$ cat config.mk
export PLATFORM = sky130hd
export DESIGN_NAME = mmio_uart_tx
export DESIGN_NICKNAME = d
export VERILOG_FILES = /design/src/rtl/mmio_uart_tx_pkg.sv /design/src/rtl/mmio_uart_tx_sync_fifo.sv /design/src/rtl/mmio_uart_tx.sv
export SDC_FILE = /design/constraint.sdc
export NUM_CORES = 1
export LEC_CHECK = 0
export ABC_AREA = 1
export ABC_CLOCK_PERIOD_IN_PS = 4100
export CAP_MARGIN = 15
export CORE_AREA = 5 5 100 102
export DETAILED_ROUTE_END_ITERATION = 10
export DIE_AREA = 0 0 105 107
export PLACE_DENSITY = 0.63
export SLEW_MARGIN = 40
export SYNTH_ARGS = -nofsm -noshare
export SYNTH_HDL_FRONTEND = slang
export SYNTH_HIERARCHICAL = 1
export SYNTH_SLANG_ARGS = --single-unit
export TNS_END_PERCENT = 100
$ cat constraint.sdc
create_clock -name clk -period 4.1 [get_ports clk]
set_input_delay 0.41 -clock clk [delete_from_list [all_inputs] [get_ports clk]]
set_output_delay 0.41 -clock clk [all_outputs]
set_load 0.02 [all_outputs]
$ cat src/rtl/mmio_uart_tx_pkg.sv
// Shared types and helpers for the MMIO UART transmitter.
//   tx_state_t : serialiser FSM states
//   DATA_BITS  : payload bits per frame (8N1)
//   baud_div() : clock cycles per serial bit, truncated
package mmio_uart_tx_pkg;

    typedef enum logic [1:0] {
        StIdle,
        StStart,
        StData,
        StStop
    } tx_state_t;

    localparam int unsigned DATA_BITS = 8;

    function automatic int unsigned baud_div(input int unsigned clk_freq,
                                             input int unsigned baud);
        return clk_freq / baud;
    endfunction

endpackage

$ cat src/rtl/mmio_uart_tx_sync_fifo.sv
// Synchronous first-word-fall-through FIFO, shared by the UART TX and RX sides.
//   clk, rst     : clock, asynchronous active-high reset
//   push, wdata  : enqueue request and data (ignored when full unless popping)
//   pop, rdata   : dequeue request (ignored when empty); rdata shows the head
//   full, empty  : occupancy flags, combinational from count
//   count        : number of stored entries (0..DEPTH)
module mmio_uart_tx_sync_fifo #(
    parameter int unsigned WIDTH = 8,
    parameter int unsigned DEPTH = 4
) (
    input  logic                     clk,
    input  logic                     rst,
    input  logic                     push,
    input  logic [WIDTH-1:0]         wdata,
    input  logic                     pop,
    output logic [WIDTH-1:0]         rdata,
    output logic                     full,
    output logic                     empty,
    output logic [$clog2(DEPTH):0]   count
);

    localparam int unsigned AW = $clog2(DEPTH);
    localparam logic [AW:0] FULL_CNT = (AW + 1)'(DEPTH);

    logic [WIDTH-1:0] mem_q [DEPTH];
    logic [AW-1:0]    wr_ptr_q, wr_ptr_d;
    logic [AW-1:0]    rd_ptr_q, rd_ptr_d;
    logic [AW:0]      count_q, count_d;
    logic             do_push, do_pop;

    assign full    = (count_q == FULL_CNT);
    assign empty   = (count_q == '0);
    assign count   = count_q;
    assign rdata   = mem_q[rd_ptr_q];
    assign do_pop  = pop & ~empty;
    // A pop in the same cycle frees the head slot, so a push at full is legal.
    assign do_push = push & (~full | do_pop);

    always_comb begin
        wr_ptr_d = wr_ptr_q;
        rd_ptr_d = rd_ptr_q;
        count_d  = count_q;
        if (do_push) wr_ptr_d = wr_ptr_q + 1'b1;
        if (do_pop)  rd_ptr_d = rd_ptr_q + 1'b1;
        case ({do_push, do_pop})
            2'b10:   count_d = count_q + 1'b1;
            2'b01:   count_d = count_q - 1'b1;
            default: count_d = count_q;
        endcase
    end

    always_ff @(posedge clk or posedge rst) begin
        if (rst) begin
            wr_ptr_q <= '0;
            rd_ptr_q <= '0;
            count_q  <= '0;
        end else begin
            wr_ptr_q <= wr_ptr_d;
            rd_ptr_q <= rd_ptr_d;
            count_q  <= count_d;
        end
    end

    // Storage needs no reset; only entries covered by count are ever read.
    always_ff @(posedge clk) begin
        if (do_push) mem_q[wr_ptr_q] <= wdata;
    end

endmodule

$ cat src/rtl/mmio_uart_tx.sv
// MMIO UART transmitter: queues CPU-written bytes and sends them 8N1, LSB first.
//   clk, rst   : system clock, asynchronous active-high reset (released synchronously)
//   data_in    : byte from the MMIO data register, sampled on the doorbell edge
//   doorbell   : level flag; each rising edge enqueues data_in once
//   tx         : serial line, idle high, driven straight from a flop
//   tx_busy    : frame in progress or bytes still queued
//   fifo_full  : queue holds FIFO_DEPTH bytes
//   overflow   : sticky, a byte was dropped because the queue was full
module mmio_uart_tx
    import mmio_uart_tx_pkg::*;
#(
    parameter int unsigned CLK_FREQ   = 27_000_000,
    parameter int unsigned BAUD       = 115_200,
    parameter int unsigned FIFO_DEPTH = 4
) (
    input  logic       clk,
    input  logic       rst,
    input  logic [7:0] data_in,
    input  logic       doorbell,
    output logic       tx,
    output logic       tx_busy,
    output logic       fifo_full,
    output logic       overflow
);

    localparam int unsigned DIV      = baud_div(CLK_FREQ, BAUD);
    localparam int unsigned CNT_W    = (DIV > 1) ? $clog2(DIV) : 1;
    localparam logic [CNT_W-1:0] CNT_LAST = CNT_W'(DIV - 1);
    localparam int unsigned PTR_W    = $clog2(FIFO_DEPTH);
    localparam logic [PTR_W:0] FULL_CNT = (PTR_W + 1)'(FIFO_DEPTH);

    tx_state_t        state_q, state_d;
    logic [CNT_W-1:0] cnt_q, cnt_d;
    logic [2:0]       bit_q, bit_d;
    logic [7:0]       shift_q, shift_d;
    logic             tx_q, tx_d;
    logic             overflow_q, overflow_d;
    logic             db_q;

    logic             push_req;
    logic             fifo_pop;
    logic [7:0]       fifo_rdata;
    logic             fifo_full_w;
    logic             fifo_empty;
    logic [PTR_W:0]   fifo_count;
    logic             bit_done;

    assign push_req = doorbell & ~db_q;
    assign bit_done = (cnt_q == CNT_LAST);

    mmio_uart_tx_sync_fifo #(
        .WIDTH (8),
        .DEPTH (FIFO_DEPTH)
    ) u_fifo (
        .clk   (clk),
        .rst   (rst),
        .push  (push_req),
        .wdata (data_in),
        .pop   (fifo_pop),
        .rdata (fifo_rdata),
        .full  (fifo_full_w),
        .empty (fifo_empty),
        .count (fifo_count)
    );

    always_comb begin
        state_d  = state_q;
        cnt_d    = cnt_q;
        bit_d    = bit_q;
        shift_d  = shift_q;
        fifo_pop = 1'b0;
        unique case (state_q)
            StIdle: begin
                if (!fifo_empty) begin
                    fifo_pop = 1'b1;
                    shift_d  = fifo_rdata;
                    cnt_d    = '0;
                    state_d  = StStart;
                end
            end
            StStart: begin
                if (bit_done) begin
                    cnt_d   = '0;
                    bit_d   = '0;
                    state_d = StData;
                end else begin
                    cnt_d = cnt_q + 1'b1;
                end
            end
            StData: begin
                if (bit_done) begin
                    cnt_d   = '0;
                    shift_d = {1'b0, shift_q[7:1]};
                    if (bit_q == 3'(DATA_BITS - 1)) state_d = StStop;
                    else                            bit_d   = bit_q + 1'b1;
                end else begin
                    cnt_d = cnt_q + 1'b1;
                end
            end
            StStop: begin
                if (bit_done) begin
                    cnt_d   = '0;
                    state_d = StIdle;
                end else begin
                    cnt_d = cnt_q + 1'b1;
                end
            end
            default: state_d = StIdle;
        endcase

        // Line level follows the current state one cycle later, keeping tx a clean flop.
        case (state_q)
            StStart: tx_d = 1'b0;
            StData:  tx_d = shift_q[0];
            default: tx_d = 1'b1;
        endcase

        // A push at full is dropped unless the head leaves in the same cycle.
        overflow_d = overflow_q | (push_req & fifo_full_w & ~fifo_pop);
    end

    always_ff @(posedge clk or posedge rst) begin
        if (rst) begin
            state_q    <= StIdle;
            cnt_q      <= '0;
            bit_q      <= '0;
            shift_q    <= '0;
            tx_q       <= 1'b1;
            overflow_q <= 1'b0;
            db_q       <= 1'b0;
        end else begin
            state_q    <= state_d;
            cnt_q      <= cnt_d;
            bit_q      <= bit_d;
            shift_q    <= shift_d;
            tx_q       <= tx_d;
            overflow_q <= overflow_d;
            db_q       <= doorbell;
        end
    end

    assign tx        = tx_q;
    assign overflow  = overflow_q;
    assign fifo_full = (fifo_count == FULL_CNT);
    assign tx_busy   = (state_q != StIdle) | ~fifo_empty;

endmodule

==> metrics.txt, run 1 <==
Worst Setup Start Kind=flop; Worst EP required=4.06 ns; top cell type's share of synthesized area=31.2%; routability congestion estimate=0.750; WP data arrival=2.28 ns; final setup fails=0; Pwr Density=708 nW/µm²; Clock Skews=0.00607 ns; CP Max Fanout=8; Placed Instances=415; R2R Path End=u_fifo/mem_q[2][0]$_DFFE_PP_; clk_lat worst skew=0.33 ns; Avg Inst Size Synth=10.4 µm²; Final ANT Viol Nets=0; largest net degree at the start of global routing=25; Routed WL=5.04 mm; Setup Buffers After CTS=0; Top Ports=15; DIE AREA=11200 µm²; sequential fraction of the synthesis area=56.5%; post-DR vias/cell=4.51; Clock Path Buffers=2; Syn Std Cell Area=3080 µm²; final worst path period need=2.32 ns; CTS clk-pin slew, worst paths=0.07 ns; htree depth=3; CTS Buf Count=9; share of cells above drive strength 1=14.4%; initial antenna violation count=0; P&R area growth vs syn=13.9%; routed via count=1942; setup_tns=0 ns; end point of the critical path=u_fifo/mem_q[2][0]$_DFFE_PP_; Crit. End Element=flop; Final Util=38.8%; Slew Limit Headroom=48.3%; count of input and output buffers=14; Initial Util=34.1%; clock root cell=clkbuf_8; Final Cycle Share=56.6%; Reg2Reg Setup Slack=1.78 ns; # rows=35; # DRC=0; core area=9020 µm²; top cells by area, synth=edfxtp_1 (31%), dfrtp_1 (24%), nand2_1 (6.5%); gr ovfl total=0; hpwl dp=3.52 mm; outcome=completed; Routed wire per std cell=11.7 µm; Mapped Cells=296; global-route wire length before repair=8.83 mm; post-CTS resize count=0; Non-Filler Instances=431; final number of hold-violating endpoints=0; Warnings, synthesis=6; unrepaired setup endpoints after global routing=false; Ant. Diodes=0; Final nets=341; cell taking the most area after synthesis=edfxtp_1; LEAKAGE=1.48 nW; Die X=105 µm; Slew Limit Fails=0; type of the worst min-delay path=in2async; total track usage=9.86%; # hold bufs at CTS=0; launching point of the worst reg2reg path=state_q[1]$_DFFE_PP0P_; synthesized flop and latch total=63; max-cap violation count=0; final hold slack=0.382 ns; vias in the first global route=1916; Final Total Pwr=2.48 mW; worst-margin pin slew=0.776 ns; Synth cell types=36; CTS sink cnt=63; Die H=107 µm; drt first pass iters=4; Max Fclk=431 MHz; Reg2Reg Depth=8; Critical path origin=state_q[1]$_DFFE_PP0P_; initial detailed-routing violation count=101; syn_nets=322; CTS tree=built; maximum VDD drop=0.246 mV; type of the worst setup path=reg2reg
-- logic make-up after synthesis --
| family | count (synthesis) | share of synthesized area, % |
|---|---|---|
| and+or+nand+nor | 120 | 18.0 |
| buffers and inverters | 41 | 7.04 |
| AOI/OAI and AO/OA | 47 | 8.99 |
| adders and majority gates | 15 | 6.35 |
| xor gates and xnor gates | 3 | 0.855 |
| DFF | 63 | 56.5 |
| muxes | 7 | 2.28 |
-- synth_stat cells (all sizes together) --
library cell	instances
nand2	62
o21ai	41
nor2	37
inv	35
edfxtp	32
dfrtp	30
ha	14
nand3	13
mux2i	7
buf	6
nand4	3
a21oi	2
o22ai	2
or2	2
xnor2	2
dfstp	1
fa	1
nand3b	1
nor3	1
nor3b	1
o21a	1
o21bai	1
xor2	1
-- layout make-up --
type                       instances  area (µm²)
fill                             885        5520
clock inverter                     5        82.6
tap                              111         139
inverter                          35         141
multi-input combinational        192        1120
clock buffer                      11         141
sequential                        63        1740
timing repair buffer              14         140
-- worst min-delay path by stage --
stage | to | depth (start not counted) | slack, ns | start
2_1_floorplan | u_fifo/count[0]$_DFFE_PP0P_ | 1 | 0.21 | rst
3_3_place_gp | shift_q[3]$_DFFE_PP0P_ | 2 | 0.47 | shift_q[3]$_DFFE_PP0P_
3_5_place_dp | shift_q[3]$_DFFE_PP0P_ | 2 | 0.47 | shift_q[3]$_DFFE_PP0P_
4_1_cts | u_fifo/count[2]$_DFFE_PP0P_ | 2 | 0.36 | rst
5_1_grt | u_fifo/count[1]$_DFFE_PP0P_ | 2 | 0.40 | rst
6_report | u_fifo/count[2]$_DFFE_PP0P_ | 2 | 0.38 | rst
-- critical path, cell delays in order (launching register included) --
cell	delay (ns)
dfrtp_1	0.41
inv_1	0.11
ha_1	0.19
inv_1	0.10
nor2_1	0.26
inv_1	0.09
nand3_2	0.12
nand2_4	0.08
nor2_1	0.58
-- where the power goes --
part / switching (mW) / internal, mW
sequential: 0.126 / 0.820
combinational: 0.575 / 0.363
clock: 0.239 / 0.359
-- metrics by stage --
step,area (µm²),worst slack [ns]
5_1_grt,3500,1.50
4_1_cts,3500,1.75
2_1_floorplan,3080,2.01
3_5_place_dp,3280,1.72
6_report,3500,1.78
3_3_place_gp,3280,1.80
-- placed cells by master, fill, tap and decap left out --
master	count
o21a_1	1
inv_8	1
o21ai_1	16
o21ai_2	8
ha_1	14
xor2_1	1
inv_2	3
dfstp_2	1
nand3_2	1
or2_4	1
inv_4	1
nand4_1	3
a21oi_2	1
nor3_1	1
nand2_1	53
nor3b_1	1
or2_2	1
o21bai_1	1
clkbuf_8	10
nor2_2	3
o22ai_1	2
o21ai_0	17
xnor2_1	2
fa_1	1
inv_1	30
clkbuf_1	1
nand3_1	12
edfxtp_1	32
bufinv_16	2
clkdlybuf4s50_1	14
nand3b_1	1
a21oi_1	1
nand2_4	4
dfrtp_1	30
clkinvlp_4	3
nand2_2	5
mux2i_1	7
nor2_4	1
nor2_1	33
-- registers in the layout (all words and copies together), names as in the netlist --
register / count
bit_q: 3
db_q: 1
shift_q: 8
cnt_q: 8
state_q: 2
u_fifo/rd_ptr_q: 2
overflow: 1
u_fifo/count: 3
u_fifo/wr_ptr_q: 2
tx: 1
u_fifo/mem_q: 32
-- per-layer routing --
layer / routed length, µm / up-vias / track usage, %
li1: - / 1010 / -
met1: 2500 / 905 / 12.6
met2: 2330 / 20 / 15.2
met3: 145 / 7 / 3.31
met4: 60 / 0 / 4.47
met5: 0 / - / 0
Note: power is estimated with default switching activity, not from simulation.
==> inputs of run 2 (changes only) <==
--- a/config.mk
+++ b/config.mk
@@ -6,7 +6,7 @@
 export NUM_CORES = 1
 export LEC_CHECK = 0
 export ABC_AREA = 1
-export ABC_CLOCK_PERIOD_IN_PS = 4100
+export ABC_CLOCK_PERIOD_IN_PS = 2350
 export CAP_MARGIN = 15
 export CORE_AREA = 5 5 100 102
 export DETAILED_ROUTE_END_ITERATION = 10
==> constraint.sdc (replaced) <==
create_clock -name clk -period 2.35 [get_ports clk]
set_input_delay 0.235 -clock clk [delete_from_list [all_inputs] [get_ports clk]]
set_output_delay 0.235 -clock clk [all_outputs]
set_load 0.02 [all_outputs]
==> run 2 against run 1 <==
Compared with the run above:
- clock power grew 79%
- via count rose by 5.5%
- die area stayed put
- total power up 81%
- cell count increased by 3.2%
- sequential power increased by 74%
- largest cell class unchanged
==> metrics.txt, run 2 (same netlist as run 1, synthesis figures left out) <==
final setup fails=0; Die X=105 µm; Setup Slack @ Placement=0.0301 ns; final number of hold-violating endpoints=0; vias in the first global route=1966; max-cap violation count=0; drt first pass iters=4; post-route setup slack=0.135 ns; crit path cell chain=inv_1, ha_1, inv_2, nor2_4, inv_1, nand3_2, nand2_4, ha_1, inv_1, fa_1, nand2_1, nand3_1, nand2_1, nand2_1; Worst Setup Start Kind=flop; LEAKAGE=1.56 nW; initial antenna violation count=0; Max stage delay cell, worst path=dfrtp_1; met1 WL=2.49 mm; Clock Skews=0.0111 ns; biggest regs=u_fifo/mem_q (32), cnt_q (8), shift_q (8); final worst path period need=2.21 ns; Largest register FFs=32; CTS tree=built; clock network fraction of total power=23.8%; Routed met3 length=218 µm; Clock Path Buffers=2; routed via count=2049; CP Max Fanout=5; Slew Limit Headroom=54.1%; fillcell total=880; Routed WL=5.36 mm; CTS Buf Count=9; final hold slack=0.181 ns; type of the worst min-delay path=in2async; CTS clk-pin slew, worst paths=0.08 ns; largest net degree at the start of global routing=25; global-route wire length before repair=9.14 mm; maximum VDD drop=0.417 mV; critical path's largest stage delay=0.40 ns; clk_lat worst skew=0.34 ns; WP data arrival=2.44 ns; hpwl dp=3.71 mm; Ant. Diodes=0; clock root cell=clkbuf_8; Final Cycle Share=94.2%; DIE AREA=11200 µm²; Placed Area=3340 µm²; combinational power share=39.6%; # rows=35; Slew Limit Fails=0; Max Fclk=452 MHz; Pwr Density=1240 nW/µm²; gr ovfl total=0; Routed wire per std cell=12.1 µm; core area=9020 µm²; # hold bufs at CTS=0; share of cells above drive strength 1=19.5%; type of the worst setup path=reg2reg; Design Area, Final=3620 µm²; initial detailed-routing violation count=110; Worst EP required=2.58 ns; P&R area growth vs syn=17.8%; sw power=1.73 mW; uppermost layer routed=met4; Die H=107 µm; htree depth=3; met2 WL=2.61 mm; routability congestion estimate=0.753; most common cell after layout, fill and taps aside=nand2_1; Final ANT Viol Nets=0; Initial Util=34.1%; CTS sink cnt=63; worst-margin pin slew=0.688 ns; count of input and output buffers=14; outcome=completed; Top Ports=15; WP buf/inv=4; CP delay by family, top=adder cells; most frequent cells in the layout=nand2_1 (52), nor2_1 (32), edfxtp_1 (32), inv_1 (29), dfrtp_1 (29); Pint=2.77 mW; register name with the most flops=u_fifo/mem_q; Sw Ratio=38.4%; post-DR vias/cell=4.60; total track usage=10.2%; Final nets=355; sequential power share=36.5%; # DRC=0; Crit. End Element=flop
-- run 2: cell count changes in the layout (fill, tap and decap cells not counted) --
cell and delta:
buf_4 +14, clkbuf_1 -1, clkbuf_8 -1, clkinv_4 +3, clkinvlp_4 -3, dfrtp_1 -1, dfrtp_2 +1, inv_1 -1
inv_2 +1, inv_6 +2, nand2_1 -1, nand2_2 +1, nor2_1 -1, nor2_4 +1
-- run 2: power groups by stage --
| stage | Clock (mW) | Combinational [mW] | Sequential (mW) |
|---|---|---|---|
| final | 1.07 | 1.78 | 1.64 |
| after global routing | 1.16 | 2.03 | 1.68 |
| after CTS | 1.11 | 1.72 | 1.65 |
| after detailed placement | 0 | 1.71 | 1.67 |
| after global placement | 0 | 1.66 | 1.66 |
| after floorplan | 0 | 1.46 | 1.61 |
-- run 2: layer usage --
metal | up-vias | track usage, %
li1 | 1046 | -
met1 | 969 | 12.6
met2 | 28 | 16.9
met3 | 6 | 3.49
met4 | 0 | 3.01
met5 | - | 0
-- run 2: stage by stage --
step	cells	util (%)	total power, mW	setup TNS, ns
finish	445	40.2	4.50	0
global route	445	40.2	4.87	-0.0192
CTS	439	39.5	4.47	0
detailed placement	423	37.0	3.38	0
global placement	423	37.0	3.32	0
floorplan	296	-	3.06	0
-- run 2: area by class of cell --
type	count	area, µm²	share of cell area, %
Multi-Input combinational cell	192	1130	31.2
Clock inverter	7	104	2.87
Clock buffer	9	124	3.42
Timing Repair Buffer	28	245	6.77
Inverter	35	141	3.90
Tap cell	111	139	3.83
Sequential cell	63	1740	48.0
-- run 2: timing repair --
item                       in CTS  in global routing
setup endpoints to repair       0                  2
resized for setup               0                  6
buffers inserted                0                  6
-- run 2: final timing paths --
path                                         from                     endpoint  slack (ns)  cells after the start
max                        state_q[0]$_DFFE_PP0P_  u_fifo/count[2]$_DFFE_PP0P_        0.14                     14
min                                           rst  u_fifo/count[1]$_DFFE_PP0P_        0.18                      2
max reg2reg                state_q[0]$_DFFE_PP0P_  u_fifo/count[2]$_DFFE_PP0P_        0.14                     14
min reg2reg                shift_q[5]$_DFFE_PP0P_       shift_q[5]$_DFFE_PP0P_        0.49                      2
max in group asynchronous                     rst                 tx$_DFF_PP1_        1.77                      3
min in group clk                         doorbell               db_q$_DFF_PP0_        0.37                      1
